File: config.mk
export PLATFORM = sky130hd
export DESIGN_NAME = digit_scan_mux
export DESIGN_NICKNAME = d
export VERILOG_FILES = /design/src/rtl/digit_scan_mux.sv
export SDC_FILE = /design/constraint.sdc
export NUM_CORES = 1
export LEC_CHECK = 0
export CAP_MARGIN = 5
export CELL_PAD_IN_SITES_DETAIL_PLACEMENT = 1
export CELL_PAD_IN_SITES_GLOBAL_PLACEMENT = 1
export CORE_MARGIN = 3
export CORE_UTILIZATION = 45
export DETAILED_ROUTE_END_ITERATION = 8
export GPL_TIMING_DRIVEN = 0
export PLACE_DENSITY_LB_ADDON = 0.05
export SLEW_MARGIN = 0
export SYNTH_ARGS = -nofsm -noshare
export SYNTH_HDL_FRONTEND = slang
export SYNTH_SLANG_ARGS = --single-unit
File: constraint.sdc
create_clock -name clk -period 7.2 [get_ports clk]
set_input_delay 2.16 -clock clk [delete_from_list [all_inputs] [get_ports clk]]
set_output_delay 2.16 -clock clk [all_outputs]
set_load 0.05 [all_outputs]
File: src/rtl/digit_scan_mux.sv
// digit_scan_mux
//   Time-multiplexes NUM_DIGITS BCD digits onto one 7-segment decoder and a
//   common-anode digit bank. Each digit gets a slot of REFRESH_CYCLES clocks:
//   the first BLANK_CYCLES of the slot keep every anode off (anti-ghosting),
//   the rest enable the slot's digit if it is displayable. The digit value is
//   captured into a shadow register once per frame so mid-frame changes on
//   digits_in never tear the display.
//
//   Interface timing: there is no valid/ready handshake. num, anode and
//   frame_done are registered and meaningful on every cycle. num follows the
//   scan slot with no lag, while anode lags the internal enable by one clock
//   so it switches in the same cycle as the downstream decoder's registered
//   segment output.
//
// Ports
//   clk         in   1              rising-edge clock
//   rst         in   1              synchronous reset, active-high
//   digits_in   in   4*NUM_DIGITS   BCD digits; [3:0] = digit 0 (least significant)
//   num         out  4              digit value to decoder; always 0..9
//   anode       out  NUM_DIGITS     active-low digit enables; bit i = digit i
//   frame_done  out  1              1-cycle pulse at end of each full scan
module digit_scan_mux #(
  parameter int NUM_DIGITS     = 4,
  parameter int REFRESH_CYCLES = 100000,
  parameter int BLANK_CYCLES   = 1000,
  parameter bit LZ_BLANK       = 1'b1
) (
  input  logic                      clk,
  input  logic                      rst,
  input  logic [4*NUM_DIGITS-1:0]   digits_in,
  output logic [3:0]                num,
  output logic [NUM_DIGITS-1:0]     anode,
  output logic                      frame_done
);

  localparam int CW = $clog2(REFRESH_CYCLES);
  localparam int SW = $clog2(NUM_DIGITS);

  localparam logic [CW-1:0] BLANK_LAST = CW'(BLANK_CYCLES - 1);
  localparam logic [CW-1:0] SLOT_LAST  = CW'(REFRESH_CYCLES - 1);
  localparam logic [SW-1:0] SEL_LAST   = SW'(NUM_DIGITS - 1);
  localparam logic [NUM_DIGITS-1:0] AN_ONE = {{(NUM_DIGITS-1){1'b0}}, 1'b1};

  typedef enum logic {
    ST_BLANK = 1'b0,
    ST_SHOW  = 1'b1
  } state_t;

  state_t                    state;
  logic [CW-1:0]             cnt;
  logic [SW-1:0]             sel;
  logic [4*NUM_DIGITS-1:0]   shadow;

  logic                      end_show;
  logic                      frame_wrap;
  logic [SW-1:0]             sel_nxt;
  logic [4*NUM_DIGITS-1:0]   shadow_nxt;
  logic                      cur_visible;
  logic [3:0]                nxt_digit;

  // A digit is displayable when it is valid BCD and, with leading-zero
  // suppression on, it is digit 0 or some digit at or above it is nonzero.
  function automatic logic digit_visible(input logic [SW-1:0] s,
                                         input logic [4*NUM_DIGITS-1:0] sh);
    logic [3:0] d;
    logic       upper_nonzero;
    d = sh[4*int'(s) +: 4];
    upper_nonzero = 1'b0;
    for (int i = 0; i < NUM_DIGITS; i++) begin
      if (i >= int'(s) && sh[4*i +: 4] != 4'd0) upper_nonzero = 1'b1;
    end
    digit_visible = (d <= 4'd9) &&
                    (!LZ_BLANK || s == '0 || upper_nonzero);
  endfunction

  // Hidden digits drive 0 so the decoder never sees a non-BCD value.
  function automatic logic [3:0] shown_digit(input logic [SW-1:0] s,
                                             input logic [4*NUM_DIGITS-1:0] sh);
    shown_digit = digit_visible(s, sh) ? sh[4*int'(s) +: 4] : 4'd0;
  endfunction

  assign end_show   = (state == ST_SHOW) && (cnt == SLOT_LAST);
  assign frame_wrap = end_show && (sel == SEL_LAST);

  // Next slot selection and snapshot, so num can be loaded with the new
  // slot's value on the very edge the slot begins.
  always_comb begin
    sel_nxt    = sel;
    shadow_nxt = shadow;
    if (end_show) begin
      sel_nxt = frame_wrap ? '0 : sel + 1'b1;
      if (frame_wrap) shadow_nxt = digits_in;
    end
  end

  assign cur_visible = digit_visible(sel, shadow);
  assign nxt_digit   = shown_digit(sel_nxt, shadow_nxt);

  always_ff @(posedge clk) begin
    if (rst) begin
      state      <= ST_BLANK;
      cnt        <= '0;
      sel        <= '0;
      shadow     <= '0;
      num        <= 4'd0;
      anode      <= '1;
      frame_done <= 1'b0;
    end else begin
      case (state)
        ST_BLANK: begin
          if (cnt == BLANK_LAST) state <= ST_SHOW;
          cnt <= cnt + 1'b1;
        end
        ST_SHOW: begin
          if (end_show) begin
            state <= ST_BLANK;
            cnt   <= '0;
          end else begin
            cnt <= cnt + 1'b1;
          end
        end
        default: begin
          state <= ST_BLANK;
          cnt   <= '0;
        end
      endcase
      sel        <= sel_nxt;
      shadow     <= shadow_nxt;
      frame_done <= frame_wrap;
      num        <= nxt_digit;
      // Enable for this cycle, presented on anode one clock later.
      anode      <= (state == ST_SHOW && cur_visible) ? ~(AN_ONE << sel) : '1;
    end
  end

endmodule

=== Word level (Yosys, flattened, before mapping) ===
Cells that the tools add are included.

* Flip-flop bits (word level): 45
* Bits in latches: 0
* RAM bits: 0
* Memory bits (read-only): 0
* Memories: 0

* $add $sub $neg: 2
* Multipliers: 0
* Divide/modulo/power cells: 0
* $lt $le $gt $ge: 8
* Equality and inequality tests: 3
* Shifts and indexed selects: 3
* Muxes and demuxes: 17
* Bitwise operators: 4
* Reduce and logical (&&, ||, !) cells: 25

{| class="wikitable"
|+ Operators with widths
! kind !! count
|-
| one-hot mux 17 bit (2 select lines) || 1
|-
| 2-to-1 mux 16 bit || 2
|-
| nonzero test 4 bit || 8
|-
| indexed part select 16 x 5 -> 4 bit || 2
|-
| adder 17 x 1 -> 17 bit (second input constant) || 1
|-
| equality test 17 x 10 -> 1 bit (second input constant) || 1
|-
| equality test 17 bit (second input constant) || 1
|-
| 2-to-1 mux 17 bit || 1
|-
| logical AND 1 bit || 11
|-
| 2-to-1 mux 1 bit || 10
|-
| greater-or-equal comparator 1 x 2 -> 1 bit (first input constant) || 4
|-
| <= comparator 4 bit (second input constant) || 2
|-
| greater-or-equal comparator 2 bit (first input constant) || 2
|-
| zero test 2 bit || 2
|-
| 2-to-1 mux 2 bit || 2
|-
| NOT 4 bit || 1
|-
| OR reduction 2 bit || 2
|-
| << shifter 1 x 2 -> 4 bit (first input constant) || 1
|-
| NOT 1 bit || 3
|-
| adder 2 x 1 -> 2 bit (second input constant) || 1
|-
| equality test 2 bit (second input constant) || 1
|-
| logical OR 1 bit || 2
|-
| one-hot mux 1 bit (2 select lines) || 1
|}

=== Logic depth before layout (Yosys ltp) ===
* Depth after elaboration: 15
* Mapped depth: 11
* Gate-level depth less buffers: 9

=== Worst setup path after synthesis ===
No wires, ideal clock.

* Path type: input-to-reg
* From: in digits_in[11]
* To: reg num[1]
* Library setup time: 0.124 ns
* Arrival time: 3.077 ns
* Slack: 4.000 ns
* Stages: 6
* Path buffers: 0
* Cell sequence: nor4_1 -> nand3_1 -> o211a_1 -> o22ai_1 -> a21o_1 -> nor3_1

* Cells in the longest elaborated chain, start to end: 10
* Elaborated cells on any way between the ends: 12
* Classes of those cells: 1 x order compare; 1 x shift; 4 x mux; 1 x bitwise; 5 x reduce/logical

{| class="wikitable"
|+ RTL lines
! item !! line !! text
|-
| from (decl) || 30 || <nowiki>input logic [4*NUM_DIGITS-1:0] digits_in,</nowiki>
|-
| 2-to-1 mux 16 bit (*) || 92 || <nowiki>if (frame_wrap) shadow_nxt = digits_in;</nowiki>
|-
| 2-to-1 mux 16 bit (*) || 90 || <nowiki>if (end_show) begin</nowiki>
|-
| branches (longest 5 deep; another with <= comparator 4 bit) || -- ||
|-
| logical AND 1 bit (*) || 72 || <nowiki>digit_visible = (d <= 4'd9) &&</nowiki>
|-
| NOT 1 bit (no line) (*) || -- ||
|-
| OR reduction 2 bit (no line) (*) || -- ||
|-
| to (signal assigned) || 130 || <nowiki>num <= nxt_digit;</nowiki>
|-
| to (decl) || 31 || <nowiki>output logic [3:0] num,</nowiki>
|}

Every way passes the cells marked *.
A chain may end at the register's enable or synchronous reset.

=== Worst setup path after layout ===
* From: in digits_in[8]
* To: reg num[3]

The elaborated chain is that of the path after synthesis.

==> results.sh <==
export IMPL_clk_path_buf_depth=2
export IMPL_drt_total_wl_mm=5.06
export IMPL_clk_pin_slew_worst_paths_ns=0.08
export IMPL_synth_area_um2=2110
export IMPL_track_usage_pct=19.9
export IMPL_htreeDepth=2
export IMPL_slowest_stage="clkdlybuf4s50_1"
export IMPL_fmax_mhz=279
export IMPL_insertion_delay_ns=0.30
export IMPL_syn_instance_count=226
export IMPL_nNetsFinal=282
export IMPL_n_fill_cell=535
export IMPL_startpoint_type="primary input"
export IMPL_crit_path_end_kind="register"
export IMPL_start_util_pct=47.6
export IMPL_gp_congestion=0.789
export IMPL_die_area_um2=5550
export IMPL_layout_min_cycle_time_ns=3.58
export IMPL_yosysSeqAreaShare_pct=42.6
export IMPL_synth_edf_count=0
export IMPL_dpl_cell_count=304
export IMPL_worstMarginPinSlew_ns=0.655
export IMPL_yosys_top_cells_area="dfxtp_1, mux2i_1, nor2_1"
export IMPL_netlist_cell_type_count=40
export IMPL_die_y_um=74.5
export IMPL_powerDensity_nw_per_um2=172
export IMPL_min_path_cells=1
export IMPL_path_delay_family="simple AND/OR/NAND/NOR gates"
export IMPL_synthFlopType="dfxtp_1"
export IMPL_grt_overflow=0
export IMPL_crit_type="primary input to register"
export IMPL_status="finished, final reports clean"
export IMPL_antenna_cells=0
export IMPL_numPortBuffers=26
export IMPL_fin_ws_ns=3.62
export IMPL_rsz0062_at_grt="false"
export IMPL_cts_resized=0
export IMPL_numCtsBuffers=5
export IMPL_grt_pass1_vias=1693
export IMPL_vias=1731
export IMPL_dr_pass1_iters=4
export IMPL_yosys_warnings=0
export IMPL_clock_sinks=45
export IMPL_core_area_um2=4440
export IMPL_fp_dieW_um=74.5
export IMPL_postSynthAreaPerCell_um2=9.35
export IMPL_routedWlPerCell_um=16.2
export IMPL_avgViaCountPerCell=5.55
export IMPL_seq_area_um2=901
export IMPL_grt_max_degree=15
export IMPL_drive_gt1_share_pct=8.46
export IMPL_fin_crit_sh_pct=49.7
export IMPL_place_detailed_hpwl_mm=3.83
export IMPL_drv_slew=0
export IMPL_path_buf_inv=1
export IMPL_required_ns=7.39
export IMPL_min_path_type="register to register"
export IMPL_cp_depth=7
export IMPL_maxSlewHeadroom_pct=56.4
export IMPL_antenna_found_initial=0
export IMPL_drc_errors=0
export IMPL_drtAntennaViolNets=0
export IMPL_async_reset_ff_share_pct=0
export IMPL_final_cells=312
export IMPL_setup_viol=0
export IMPL_arrival_ns=3.77
export IMPL_multi_input_area_um2=1160
export IMPL_yosysTopAreaCell="dfxtp_1"
export IMPL_drv_cap=0
export IMPL_cts_tree="built"
export IMPL_synth_top_area_share_pct=42.6
export IMPL_peakVddDrop_uv=83.2
export IMPL_synthesis_nets=249
export IMPL_drtIter0Drc=62
export IMPL_area_growth_pct=20.0
export IMPL_synth_seq_cells=45
export IMPL_io_pins=27
export IMPL_crit_path_max_incr_delay_ns=0.45
export IMPL_rows=24
export IMPL_power_leakage_uw=0.000938
export IMPL_fin_skew_ns=0.00514
export IMPL_root_buffer="clkbuf_8"
export IMPL_hold_buffers=0
export IMPL_r2r_cells=11
export IMPL_fin_tns_setup_ns=0
export IMPL_hold_violations=0
export IMPL_pre_cts_ws_ns=3.32
export IMPL_cts_setup_buffers=0
export IMPL_path_max_fanout=4
export IMPL_cp_cell_sequence="clkdlybuf4s50_1 > nor4_1 > nand3_1 > o211a_1 > o22ai_1 > a21o_1 > nor3b_1"
export IMPL_grt_pass1_wl_mm=8.47
-- cell usage in the layout (no fill, tap or decap), drive strengths merged, types with 3 or more instances in the layout --
cell type	synthesis	final
nor4	7	7
o21ai	7	7
inv	4	4
clkbuf	4	10
nand3	11	11
buf	3	3
mux2i	28	28
a21oi	4	4
ha	5	5
a2111oi	3	3
clkdlybuf4s50	0	26
nor3	7	7
nor2	43	43
dfxtp	45	45
and3	3	3
nand2	16	16
nand4	4	4
xor2	9	9
xnor2	6	6
-- worst paths after layout --
kind            end          from  slack, ns
max reg2reg  num[0]        cnt[0]       4.07
max          num[3]  digits_in[8]       3.62
min          cnt[0]        cnt[0]       0.48
min reg2reg  cnt[0]        cnt[0]       0.48
-- layout make-up --
type | instances | area share [%]
multi-input combinational | 170 | 45.7
tap | 52 | 2.57
timing repair buffer | 26 | 10.3
clock buffer | 6 | 3.26
clock inverter | 2 | 0.543
buffer | 7 | 1.53
sequential | 45 | 35.5
inverter | 4 | 0.592
-- state kept, by name (all words and copies together), names as in the netlist --
register / cells
sel: 2
cnt: 17
frame_done: 1
anode: 4
shadow: 16
num: 4
state: 1
-- cells by family after synthesis --
kind of cell	after synthesis	share of synthesized area, %
adders and majority gates	5	2.96
DFF	45	42.6
buffers and inverters	11	2.55
muxes	30	15.5
xor gates and xnor gates	15	6.22
and+or+nand+nor	101	24.1
AOI/OAI and AO/OA	19	6.10
-- synth_stat cells (2+ instances only) --
master,n
xor2_1,9
nand4_1,4
o22ai_1,2
nor4_1,6
o21ai_0,6
nand3_1,11
nor3_1,7
nor4bb_1,2
nand2_1,15
ha_1,5
dfxtp_1,45
inv_1,4
nor2_1,43
and3_2,2
a2111oi_0,2
xnor2_1,6
a21oi_1,4
nor2b_1,2
mux2i_1,27
clkbuf_1,4
-- worst register-to-register path, delay by kind of cell (launching register included) --
kind | cells | cell delay (ns)
buffers and inverters | 2 | 0.34
DFF | 1 | 0.38
adders and majority gates | 1 | 0.26
and+or+nand+nor | 4 | 1.08
muxes | 3 | 0.63
AOI/OAI and AO/OA | 1 | 0.36
-- power by group --
group	internal (uW)	switching, uW	leakage (uW)
clock network	77.8	86.0	0.0000512
registers	250	1.54	0.000363
logic	10.9	8.83	0.000524
-- stage by stage --
| step | area (um^2) | hold WS (ns) | total power, uW | util (%) |
|---|---|---|---|---|
| floorplan | 2110 | 0.430 | 263 | - |
| global placement | 2440 | 0.448 | 277 | 54.9 |
| detailed placement | 2440 | 0.473 | 277 | 54.9 |
| CTS | 2530 | 0.494 | 441 | 57.0 |
| global route | 2530 | 0.522 | 453 | 57.0 |
| finish | 2530 | 0.480 | 435 | 57.0 |
-- routing by layer --
layer / up-vias / track usage (%) / wire length, um
met4: 0 / 4.74 / 51
li1: 864 / - / -
met1: 826 / 24.2 / 2160
met3: 6 / 3.65 / 179
met2: 35 / 36.0 / 2660
met5: - / 0 / 0
Power figures use the tool's default switching activity.
